--- src/rtl/alu_pkg.sv ---
// Shared constants for ALU decode and the multiply/divide unit: ALUCtl codes, ALUOp classes,
// MDU funct codes and the MDU sequencer states.
package alu_pkg;

   localparam logic [4:0] CTL_AND = 5'b00000;
   localparam logic [4:0] CTL_OR  = 5'b00001;
   localparam logic [4:0] CTL_ADD = 5'b00010;
   localparam logic [4:0] CTL_SUB = 5'b00110;
   localparam logic [4:0] CTL_SLT = 5'b00111;
   localparam logic [4:0] CTL_NOR = 5'b01100;
   localparam logic [4:0] CTL_XOR = 5'b01101;
   localparam logic [4:0] CTL_SLL = 5'b10000;
   localparam logic [4:0] CTL_SRL = 5'b11000;
   localparam logic [4:0] CTL_SRA = 5'b11001;
   localparam logic [4:0] CTL_MUL = 5'b11010;

   localparam logic [2:0] OP_ADD   = 3'b000;
   localparam logic [2:0] OP_SUB   = 3'b001;
   localparam logic [2:0] OP_RTYPE = 3'b010;
   localparam logic [2:0] OP_AND   = 3'b100;
   localparam logic [2:0] OP_SLT   = 3'b101;
   localparam logic [2:0] OP_MUL   = 3'b110;

   localparam logic [5:0] F_MFHI  = 6'b010000;
   localparam logic [5:0] F_MTHI  = 6'b010001;
   localparam logic [5:0] F_MFLO  = 6'b010010;
   localparam logic [5:0] F_MTLO  = 6'b010011;
   localparam logic [5:0] F_MULT  = 6'b011000;
   localparam logic [5:0] F_MULTU = 6'b011001;
   localparam logic [5:0] F_DIV   = 6'b011010;
   localparam logic [5:0] F_DIVU  = 6'b011011;

   typedef enum logic [1:0] {IDLE, RUN, FIN} md_state_t;

   function automatic logic is_muldiv(input logic [5:0] f);
      return (f == F_MULT) || (f == F_MULTU) || (f == F_DIV) || (f == F_DIVU);
   endfunction

   function automatic logic is_md_funct(input logic [5:0] f);
      return is_muldiv(f) || (f == F_MFHI) || (f == F_MTHI) || (f == F_MFLO) || (f == F_MTLO);
   endfunction

endpackage

--- src/rtl/alu_control_mdu_iter.sv ---
// Iterative MDU datapath: one shift-add or restoring-divide step per step cycle on magnitudes,
// sign-corrected result. MDU_EARLY_TERM_EN ends a multiply once the remaining multiplier bits are zero.
import alu_pkg::*;

module mdu_iter #(
   parameter int WIDTH = 32
) (
   input  logic             clk,
   input  logic             reset,
   input  logic             start,
   input  logic             step,
   input  logic             div_op,
   input  logic             sgn,
   input  logic [WIDTH-1:0] a,
   input  logic [WIDTH-1:0] b,
   output logic             done,
   output logic [WIDTH-1:0] hi_res,
   output logic [WIDTH-1:0] lo_res
);
   localparam int CNT_W = $clog2(WIDTH) + 1;

   logic [CNT_W-1:0]   cnt;
   logic               div_q, neg_q, neg_r, divz_q;
   logic [WIDTH-1:0]   a_raw, mplr, rem, quot, dvsr;
   logic [2*WIDTH-1:0] prod, mcand, prod_s;
   logic               a_neg, b_neg, r_ge;
   logic [WIDTH-1:0]   a_mag, b_mag, q_s, r_s;
   logic [WIDTH:0]     r_sh;

   assign a_neg = sgn & a[WIDTH-1];
   assign b_neg = sgn & b[WIDTH-1];
   assign a_mag = a_neg ? -a : a;
   assign b_mag = b_neg ? -b : b;
   assign r_sh  = {rem, quot[WIDTH-1]};
   assign r_ge  = r_sh >= {1'b0, dvsr};

   always_ff @(posedge clk) begin
      if (!reset) begin
         cnt <= '0;  div_q <= 1'b0;  neg_q <= 1'b0;  neg_r <= 1'b0;  divz_q <= 1'b0;
         a_raw <= '0;  mplr <= '0;  rem <= '0;  quot <= '0;  dvsr <= '0;
         prod <= '0;  mcand <= '0;
      end else if (start) begin
         cnt    <= '0;
         div_q  <= div_op;
         neg_q  <= a_neg ^ b_neg;
         neg_r  <= a_neg;
         divz_q <= div_op && (b == '0);
         a_raw  <= a;
         prod   <= '0;
         mcand  <= {{WIDTH{1'b0}}, a_mag};
         mplr   <= b_mag;
         rem    <= '0;
         quot   <= a_mag;
         dvsr   <= b_mag;
      end else if (step) begin
         cnt <= cnt + 1'b1;
         if (div_q) begin
            rem  <= r_ge ? WIDTH'(r_sh - {1'b0, dvsr}) : r_sh[WIDTH-1:0];
            quot <= {quot[WIDTH-2:0], r_ge};
         end else begin
            if (mplr[0])
               prod <= prod + mcand;
            mcand <= mcand << 1;
            mplr  <= mplr >> 1;
         end
      end
   end

`ifdef MDU_EARLY_TERM_EN
   assign done = step && ((cnt == CNT_W'(WIDTH - 1)) || (!div_q && (mplr[WIDTH-1:1] == '0)));
`else
   assign done = step && (cnt == CNT_W'(WIDTH - 1));
`endif

   assign prod_s = neg_q ? -prod : prod;
   assign q_s    = neg_q ? -quot : quot;
   assign r_s    = neg_r ? -rem : rem;

   // Divide by zero bypasses the magnitude path: quotient all ones, remainder is the raw dividend.
   always_comb begin
      hi_res = r_s;
      lo_res = q_s;
      if (divz_q) begin
         hi_res = a_raw;
         lo_res = '1;
      end else if (!div_q) begin
         {hi_res, lo_res} = prod_s;
      end
   end

endmodule

--- src/rtl/alu_control_mdu.sv ---
// ALU control decode plus iterative MDU with HI/LO; WIDTH+1 busy cycles per mult/div (fewer with MDU_EARLY_TERM_EN).
// Any MDU funct arriving while busy raises stall until the cycle after md_done; other ops never stall.
import alu_pkg::*;

module alu_control_mdu #(
   parameter int WIDTH = 32
) (
   input  logic             clk,
   input  logic             reset,
   input  logic [3:0]       ALUOp,
   input  logic [5:0]       Funct,
   input  logic             in_valid,
   input  logic [WIDTH-1:0] rs_data,
   input  logic [WIDTH-1:0] rt_data,
   output logic [4:0]       ALUCtl,
   output logic             Sign,
   output logic [WIDTH-1:0] hi,
   output logic [WIDTH-1:0] lo,
   output logic             md_busy,
   output logic             md_done,
   output logic             stall
);
   md_state_t        state;
   logic             md_op, start, mt_wr, iter_done;
   logic [WIDTH-1:0] res_hi, res_lo;

   always_comb begin
      ALUCtl = CTL_ADD;
      case (ALUOp[2:0])
         OP_SUB: ALUCtl = CTL_SUB;
         OP_AND: ALUCtl = CTL_AND;
         OP_SLT: ALUCtl = CTL_SLT;
         OP_MUL: ALUCtl = CTL_MUL;
         OP_RTYPE: begin
            case (Funct)
               6'b000000:            ALUCtl = CTL_SLL;
               6'b000010:            ALUCtl = CTL_SRL;
               6'b000011:            ALUCtl = CTL_SRA;
               6'b100010, 6'b100011: ALUCtl = CTL_SUB;
               6'b100100:            ALUCtl = CTL_AND;
               6'b100101:            ALUCtl = CTL_OR;
               6'b100110:            ALUCtl = CTL_XOR;
               6'b100111:            ALUCtl = CTL_NOR;
               6'b101010, 6'b101011: ALUCtl = CTL_SLT;
               default:              ALUCtl = CTL_ADD;
            endcase
         end
         default: ALUCtl = CTL_ADD;
      endcase
   end

   assign Sign  = (ALUOp[2:0] == OP_RTYPE) ? ~Funct[0] : ~ALUOp[3];

   assign md_op = in_valid && (ALUOp[2:0] == OP_RTYPE) && is_md_funct(Funct);
   assign stall = md_op && md_busy;
   assign start = md_op && (state == IDLE) && is_muldiv(Funct);
   assign mt_wr = md_op && (state == IDLE) && ((Funct == F_MTHI) || (Funct == F_MTLO));

   mdu_iter #(.WIDTH(WIDTH)) u_iter (
      .clk    (clk),
      .reset  (reset),
      .start  (start),
      .step   (state == RUN),
      .div_op (Funct[1]),
      .sgn    (~Funct[0]),
      .a      (rs_data),
      .b      (rt_data),
      .done   (iter_done),
      .hi_res (res_hi),
      .lo_res (res_lo)
   );

   always_ff @(posedge clk) begin
      if (!reset) begin
         state   <= IDLE;
         hi      <= '0;
         lo      <= '0;
         md_busy <= 1'b0;
         md_done <= 1'b0;
      end else begin
         case (state)
            IDLE: begin
               if (start) begin
                  state   <= RUN;
                  md_busy <= 1'b1;
`ifdef MDU_EARLY_TERM_EN
                  if (Funct[1] && (rt_data == '0)) begin
                     state   <= FIN;
                     md_done <= 1'b1;
                  end
`endif
               end else if (mt_wr) begin
                  if (Funct == F_MTHI)
                     hi <= rs_data;
                  else
                     lo <= rs_data;
               end
            end
            RUN: begin
               if (iter_done) begin
                  state   <= FIN;
                  md_done <= 1'b1;
               end
            end
            FIN: begin
               hi      <= res_hi;
               lo      <= res_lo;
               state   <= IDLE;
               md_busy <= 1'b0;
               md_done <= 1'b0;
            end
            default: state <= IDLE;
         endcase
      end
   end

endmodule
--- config.mk ---
export PLATFORM = sky130hd
export DESIGN_NAME = alu_control_mdu
export DESIGN_NICKNAME = d
export VERILOG_FILES = /design/src/rtl/alu_pkg.sv /design/src/rtl/alu_control_mdu_iter.sv /design/src/rtl/alu_control_mdu.sv
export SDC_FILE = /design/constraint.sdc
export NUM_CORES = 1
export LEC_CHECK = 0
export CAP_MARGIN = 20
export CORE_MARGIN = 1
export CORE_UTILIZATION = 50
export DETAILED_ROUTE_END_ITERATION = 16
export PLACE_DENSITY = 0.7
export SLEW_MARGIN = 10
export SYNTH_ARGS = -nofsm -noshare
export SYNTH_HDL_FRONTEND = slang
export SYNTH_SLANG_ARGS = --single-unit
--- constraint.sdc ---
create_clock -name clk -period 4.27 [get_ports clk]
set_input_delay 0.427 -clock clk [delete_from_list [all_inputs] [get_ports clk]]
set_output_delay 0.427 -clock clk [all_outputs]
set_load 0.01 [all_outputs]
==> results list, run 1 <==
* Average routed wire per standard cell: 21.5 um
* Power consumption: 7.97 mW
- Of the post-synthesis cell area, the dominant cell type holds 0.302.
- Once detail routing completed, the nets flagged for antenna violations numbered 0.
- Worst relative slew slack: 0.297
* Remaining global-route overflow: 0
* Most common cell after layout, fill and taps aside: nand2_1
* Most frequent CP cell: o21ai_0
- The tree built by TritonCTS fans out to 366 sinks.
* Register clock-pin slew on the reported worst setup and hold paths: 0.06 ns
- The floorplan has 80 rows.
* Area growth, synth to finish: 14.7%
- Final Cycle Share: 0.917
* Top-Level Pins: 150
- STA classifies the critical path startpoint as a register.
- Buffers placed on the I/O ports in this run total 149.
* H-tree depth: 2
- Synthesis handed over a netlist of 3318 instances.
* Global-route wire length before repair: 132 mm
* Number of antenna violations at the first check in global routing: 0
- The layout has 4445 filler cells.
- Worst ir drop on vdd: 263 uV
- Reported leakage power: 10.8 nW
* TritonCTS clock tree: built
- In this run the horizontal extent of the chip is 222 um.
- Dividing the synthesized area by the synthesized cell count gives 7.31 sq um.
- Source of the critical timing path: u_iter.prod[6]
- In this run the worst path has a maximum fanout of 8.
- Worst clock skew: 0.0324 ns
- In this run the clock root is driven by a clkbuf_16.
* Max-cap violations: 0
* Final RePlAce weighted congestion: 0.950
* Distinct cell type count after synthesis: 83
- The run finished with clean final reports.
- Busiest layer in global routing: met1
* Cell area after technology mapping: 0.0243 sq mm
* Height of the chip: 222 um
- WP data required: 4.77 ns
* Number of enable flip-flop cells after synthesis: 0
- HPWL Detailed: 63.3 mm
- For this run, design rule violations remaining after detail routing come to 0.
- Highest clock rate: 255 MHz
- Fraction of final layout cells sized beyond drive strength 1: 0.0539
* Hold path startpoint: reset
- Worst-skew pair later-pin latency: 0.59 ns
* Pins Over Slew Limit: 0
- STA classifies the critical path endpoint as a register.
- The number of global-route vias before repair came to 22.8k.
- Resize count post-CTS: 0
- After clock tree synthesis, the setup repair step added 0 buffers.
- Entering global routing, the biggest net connects 97 pins.
* Effective utilization at floorplan: 0.508
* Data arrival at the endpoint of the critical path: 4.41 ns
- Counting along the longest clock path gives a buffer depth of 3.
- Number of warnings issued by yosys: 0
* Total Nets Final: 3526
- Ys flop type: dfxtp_1
* Total clock buffers created by CTS: 43
* Endpoints failing hold: 0
* Global router's overall resource usage: 0.337
* Setup repair after global routing missed its margin: false
* Leading cell types by total area after synthesis: dfxtp_1 (30%), nand2_1 (9.0%), a21oi_1 (8.9%)
* Met3 GRT Util: 0.0800
- Traced cell by cell, the critical path runs through ha_1, a21oi_1, o21ai_0, a211oi_1, o221ai_1, o31ai_1, o21ai_0, or4b_1, and3_1, nor3_1, mux2i_1.
* Period minus WS final: 3.92 ns
- The largest individual stage delay along the critical path comes from the cell o31ai_1.
- The number of nets in the synthesized netlist is 3498.
* GR Layer Usage met1: 0.505
- Detailed Route Iter0 Violations: 3104
* Number of buffers added to fix hold violations after cts: 0
* Synthesis-stage register bit count: 366
* Async set-or-reset flop fraction in the synthesized netlist: 0
* GR Layer Usage met2: 0.483
- Worst min-delay path class: input port to register
- Setup violations remaining at the end of the flow were counted as 0.
* Biggest area consumer among synthesized cells: dfxtp_1
- The top cell types in the final layout, fill and taps aside, are nand2_1 (580), a21oi_1 (432), dfxtp_1 (364).
- Wires add up to 86.0 mm.
* Proportion of synthesized chip area in sequential cells: 0.302
- Iteration count of the initial detailed-routing pass: 6
- On the worst path, the slowest cell contributes a delay of 0.63 ns.
- Final sum of negative setup slack: 0 ns
- Total Die Area: 0.0494 sq mm
* Pin slew with the least headroom to its limit: 1.03 ns
- The region available for standard cell placement spans 0.0477 sq mm.
- Total number of vias: 25.4k
- Classification of the worst setup path: register to register
- Routed via count divided by cell count: 6.35
- In this run the power density over the cells is 287 mW/mm^2.
- In this run the critical register-to-register path is launched from u_iter.prod[6].
-- cell type report --
type	count	area, sq um	area share
Clock inverter	18	343	0.0123
Inverter	74	280	0.0101
Clock buffer	58	1220	0.0440
Antenna cell	3	7.51	0.000270
Timing Repair Buffer	218	2040	0.0732
Tap cell	615	769	0.0277
Sequential cell	366	7330	0.264
Multi-Input combinational cell	2643	15800	0.569
-- flip-flops by register name, summed over array words and instances, names as in the netlist --
name	cells
hi	32
lo	32
md_busy	1
md_done	1
state	2
u_iter.a_raw	32
u_iter.cnt	6
u_iter.div_q	1
u_iter.divz_q	1
u_iter.dvsr	32
u_iter.mcand	64
u_iter.mplr	32
u_iter.neg_q	1
u_iter.neg_r	1
u_iter.prod	64
u_iter.quot	32
u_iter.rem	32
-- per-stage QoR --
stage	instance area (sq um)	hold WS [ns]	setup WS [ns]	utilization	instances
after floorplan	24300	0.433	0.992	-	3318
after global placement	26200	0.440	0.472	0.549	3915
after detailed placement	26200	0.447	0.437	0.549	3915
after CTS	27800	0.337	0.386	0.582	3991
after global routing	27800	0.364	0.121	0.582	3992
final	27800	0.351	0.354	0.583	3995
-- critical path: cells and delay by family, from the launching register on --
family	cells	cell delay [ns]
flops	1	0.48
fa+ha+maj	1	0.34
simple gates	3	0.96
compound gates	6	1.84
mux	1	0.21
-- report_power, final --
part	switching, mW	total (mW)	internal [mW]	leakage [nW]
clock network	1.58	4.13	2.55	0.763
logic	0.261	0.420	0.159	7.10
registers	0.00251	3.42	3.42	2.95
total	1.85	7.97	6.13	10.8
-- synthesized netlist by cell type, types with 42 or more instances --
| library cell | n |
|---|---|
| a211oi_1 | 47 |
| a21o_1 | 62 |
| a21oi_1 | 433 |
| a31oi_1 | 54 |
| clkbuf_1 | 211 |
| dfxtp_1 | 366 |
| ha_1 | 101 |
| inv_1 | 73 |
| nand2_1 | 582 |
| nand3_1 | 59 |
| nand4_1 | 42 |
| nor2_1 | 255 |
| nor3_1 | 60 |
| o21ai_0 | 190 |
| o221ai_1 | 43 |
| o31ai_1 | 43 |
| xnor2_1 | 147 |
| xor2_1 | 108 |
-- metal layers --
metal  wire length, um  part of all wire
met5                 0                 0
met2             35100              0.41
met4              1670             0.019
met3              9390              0.11
met1             39900              0.46
-- logic make-up (layout without fill, tap and decap cells) --
logic type / after synthesis / in the layout / share of synthesized area
simple gates: 1171 / 1171 / 0.214
compound gates: 1072 / 1072 / 0.272
flops: 366 / 366 / 0.302
buf+inv: 309 / 368 / 0.0482
xor+xnor: 255 / 255 / 0.0921
fa+ha+maj: 103 / 103 / 0.0538
mux: 42 / 42 / 0.0180
other cells: 0 / 3 / 0
-- worst paths after layout --
check,endpoint,slack [ns],cells after the start
max,u_iter.prod[63],0.35,11
min,u_iter.dvsr[1],0.35,3
max reg2reg,u_iter.prod[63],0.35,11
min reg2reg,lo[13],0.45,2
Note: power is estimated with default switching activity, not from simulation.
==> inputs of run 2 (changes only) <==
--- a/config.mk
+++ b/config.mk
@@ -10,6 +10,7 @@
 export CORE_UTILIZATION = 50
 export DETAILED_ROUTE_END_ITERATION = 16
 export PLACE_DENSITY = 0.7
+export RECOVER_POWER = 100
 export SLEW_MARGIN = 10
 export SYNTH_ARGS = -nofsm -noshare
 export SYNTH_HDL_FRONTEND = slang
==> run 2 against run 1 <==
The run now ends with max-capacitance violations, max-slew violations left; critical endpoint is now u_iter.rem[23]; clock-buffer cell count did not move; first-iteration DRC count rose by 4.6%; global-route usage stayed put; clock skew increased by 0.0017 ns; critical path type unchanged.
==> results list, run 2 (same netlist as run 1, synthesis figures left out) <==
- Outcome: finished, violations left
- The final reports fail on max-capacitance violations, max-slew violations.
- The setup clock skew after layout was 0.0342 ns (+0.00174 ns).
- The via density per instance was 6.36 (about the same).
* Proportion of power drawn by flip-flops and latches: 0.429 (about the same)
- Worst-skew pair later-pin latency: 0.59 ns (about the same)
- Setup repair after global routing missed its margin: false
- The number of primary I/O pins is 150 (unchanged).
* Classification of the worst setup path: register to register
- Antenna Cells: 0 (-3)
- The vertical die dimension was 222 um (unchanged).
* HPWL Detailed: 63.3 mm (unchanged)
- Net switching power: 1.84 mW (-0.17%)
* Part of the power in combinational logic: 0.052 (about the same)
- Global-route wire length before repair: 132 mm (unchanged)
- TritonCTS built the clock tree.
- The largest fanout of any net on the critical path is 31 (+23).
- The number of buffers and inverters on the critical path was 2 (+2).
- Reported leakage power: 11.0 nW (+1.5%)
- The number of antenna violations at the first check in global routing was 0 (unchanged).
* Resize count post-CTS: 0 (unchanged)
* Highest clock rate: 254 MHz (-0.51%)
* Hold WS: 0.448 ns (+0.0972 ns)
- The post-layout worst setup margin came to 0.334 ns (-0.0200 ns).
* Category of the worst setup path launch point: register
- The count of hold-fix buffers inserted at cts is 0 (unchanged).
- Iteration count of the initial detailed-routing pass: 6 (unchanged)
- Global router's overall resource usage: 0.337 (unchanged)
- Registers with the highest flip-flop counts: u_iter.mcand: 64 flops, u_iter.prod: 64 flops
- Most frequent CP cell: a21oi_1
* Clock power frac: 0.519 (about the same)
- # port buffers: 149 (unchanged)
- The top cell types in the final layout, fill and taps aside, are nand2_1 (580), a21oi_1 (432), dfxtp_1 (364).
- The data arrival time at the worst-slack endpoint was 4.40 ns (about the same).
* Effective utilization at floorplan: 0.508 (unchanged)
* Number of sinks driven by the clock tree: 366 (unchanged)
- The number of pins with negative max-slew slack in the final report was 179 (+179).
- Endpoint class of the critical path: register
* Register-to-register setup slack: 0.33 ns (-0.02 ns)
* Final RePlAce weighted congestion: 0.950 (unchanged)
- Among all stages on the critical path, the largest delay is contributed by clkbuf_2.
- Filler Cell Count: 4475 (+0.67%)
- The detailed router's first-iteration violation count was 3248 (+4.6%).
* Remaining global-route overflow: 0 (unchanged)
- Endpoints failing hold: 0 (unchanged)
- Pin slew with the least headroom to its limit: 2.12 ns (+1.09 ns)
* Most common cell after layout, fill and taps aside: nand2_1
* Cell-by-cell listing of the critical path: inv_1, ha_1, nor2b_1, o2111ai_1, a21oi_1, o21ai_0, a31oi_1, nand3_1, a21oi_4, clkbuf_2, mux2_2, nand2_1, a21oi_1
* Rows: 80 (unchanged)
* Int Power: 6.12 mW (about the same)
- The worst ir drop on vdd is 263 uV (about the same).
* Average routed wire per standard cell: 21.5 um (about the same)
* Buffer depth of the longest clock path: 3 (unchanged)
* Total number of vias: 25.4k (-0.016%)
* Area of the core region: 0.0477 sq mm (unchanged)
* Cell chosen for the clock root: clkbuf_16
- Area growth, synth to finish: 14.3%
- Total Die Area: 0.0494 sq mm (unchanged)
* Power density relative to cell area: 287 mW/mm^2 (+0.24%)
* Register clock-pin slew on the reported worst setup and hold paths: 0.06 ns (about the same)
- Crit-path leading delay family: compound AO/OA/AOI/OAI gates
- The setup TNS came to 0 ns (unchanged).
- The minimum clock period came to 3.94 ns (+0.0200 ns).
* Maximum number of pins on one net before global-route repair: 97 (unchanged)
- The post-detailed-route count of antenna-violating nets is 0 (unchanged).
- The fraction of the cycle the final worst path needs came to 0.922 (+0.00468).
* Setup bufs post-CTS: 0 (unchanged)
* WP data required: 4.73 ns (-0.04 ns)
* Total clock buffers created by CTS: 43 (unchanged)
* H-tree depth: 2 (unchanged)
* Max-cap violations: 3 (+3)
* Worst path max stage delay: 0.69 ns (+0.06 ns)
- The fraction of power spent switching nets came to 0.231 (about the same).
* Total Nets Final: 3526 (unchanged)
* Count of endpoints failing setup in the final report: 0 (unchanged)
- Vias in the first global route: 22.8k (unchanged)
- Worst relative slew slack: -0.414 (-0.711)
- The routed wire length was 85.9 mm (-0.14%).
- The fraction of final layout cells sized beyond drive strength 1 is 0.0480 (-0.00592).
- Worst min-delay path class: register to register
- The count of unresolved DRC violations after routing came to 0 (unchanged).
- The worst setup timing slack at the placement stage is 0.437 ns (unchanged).
* Die span in x: 222 um (unchanged)
-- run 2: cell count changes in the layout (fill, tap and decap cells not counted), moves of 2 or more --
cell / delta
clkdlybuf4s50_1: -74
clkbuf_2: +5
dlygate4sd3_1: +74
and2_1: -2
clkbuf_1: +19
diode_2: -3
buf_4: -23
and2_0: +2
-- run 2: through the flow --
stage	power, mW	std cells	area, sq um	utilization
after global placement	3.90	3915	26200	0.549
after floorplan	3.70	3318	24300	-
after CTS	8.00	3991	27800	0.582
after global routing	8.15	3992	27700	0.581
after detailed placement	3.90	3915	26200	0.549
final	7.96	3992	27700	0.581
-- run 2: layout make-up --
cell class                      instances  area (sq um)  share of cell area
Clock inverter                         18           343              0.0124
Multi-Input combinational cell       2643         15800               0.571
Clock buffer                           58          1220              0.0441
Sequential cell                       366          7330               0.265
Tap cell                              615           769              0.0278
Timing Repair Buffer                  218          1960              0.0706
Inverter                               74           279              0.0101
-- run 2: worst min-delay path: stages (launching register included) --
cell	delay, ns
dfxtp_1	0.31
nand2_1	0.05
a21oi_1	0.05
-- run 2: final timing paths --
path                       start              to  depth (start not counted)
hold reg to reg           lo[13]          lo[13]                          2
setup reg to reg  u_iter.dvsr[1]  u_iter.rem[23]                         13
hold / removal            lo[13]          lo[13]                          2
setup / recovery  u_iter.dvsr[1]  u_iter.rem[23]                         13
-- run 2: per-layer routing --
metal	global-route usage	vias to the layer above	part of all wire
met5	0	-	0
met1	0.505	12100	0.46
met4	0.0724	0	0.021
li1	-	11900	-
met2	0.483	1284	0.41
met3	0.0800	121	0.11
-- run 2: power groups by stage --
stage | Combinational, mW | Sequential (mW) | Clock, mW
global route | 0.436 | 3.42 | 4.30
finish | 0.414 | 3.42 | 4.13
detailed placement | 0.402 | 3.49 | 0
global placement | 0.402 | 3.49 | 0
CTS | 0.408 | 3.42 | 4.17
floorplan | 0.206 | 3.49 | 0
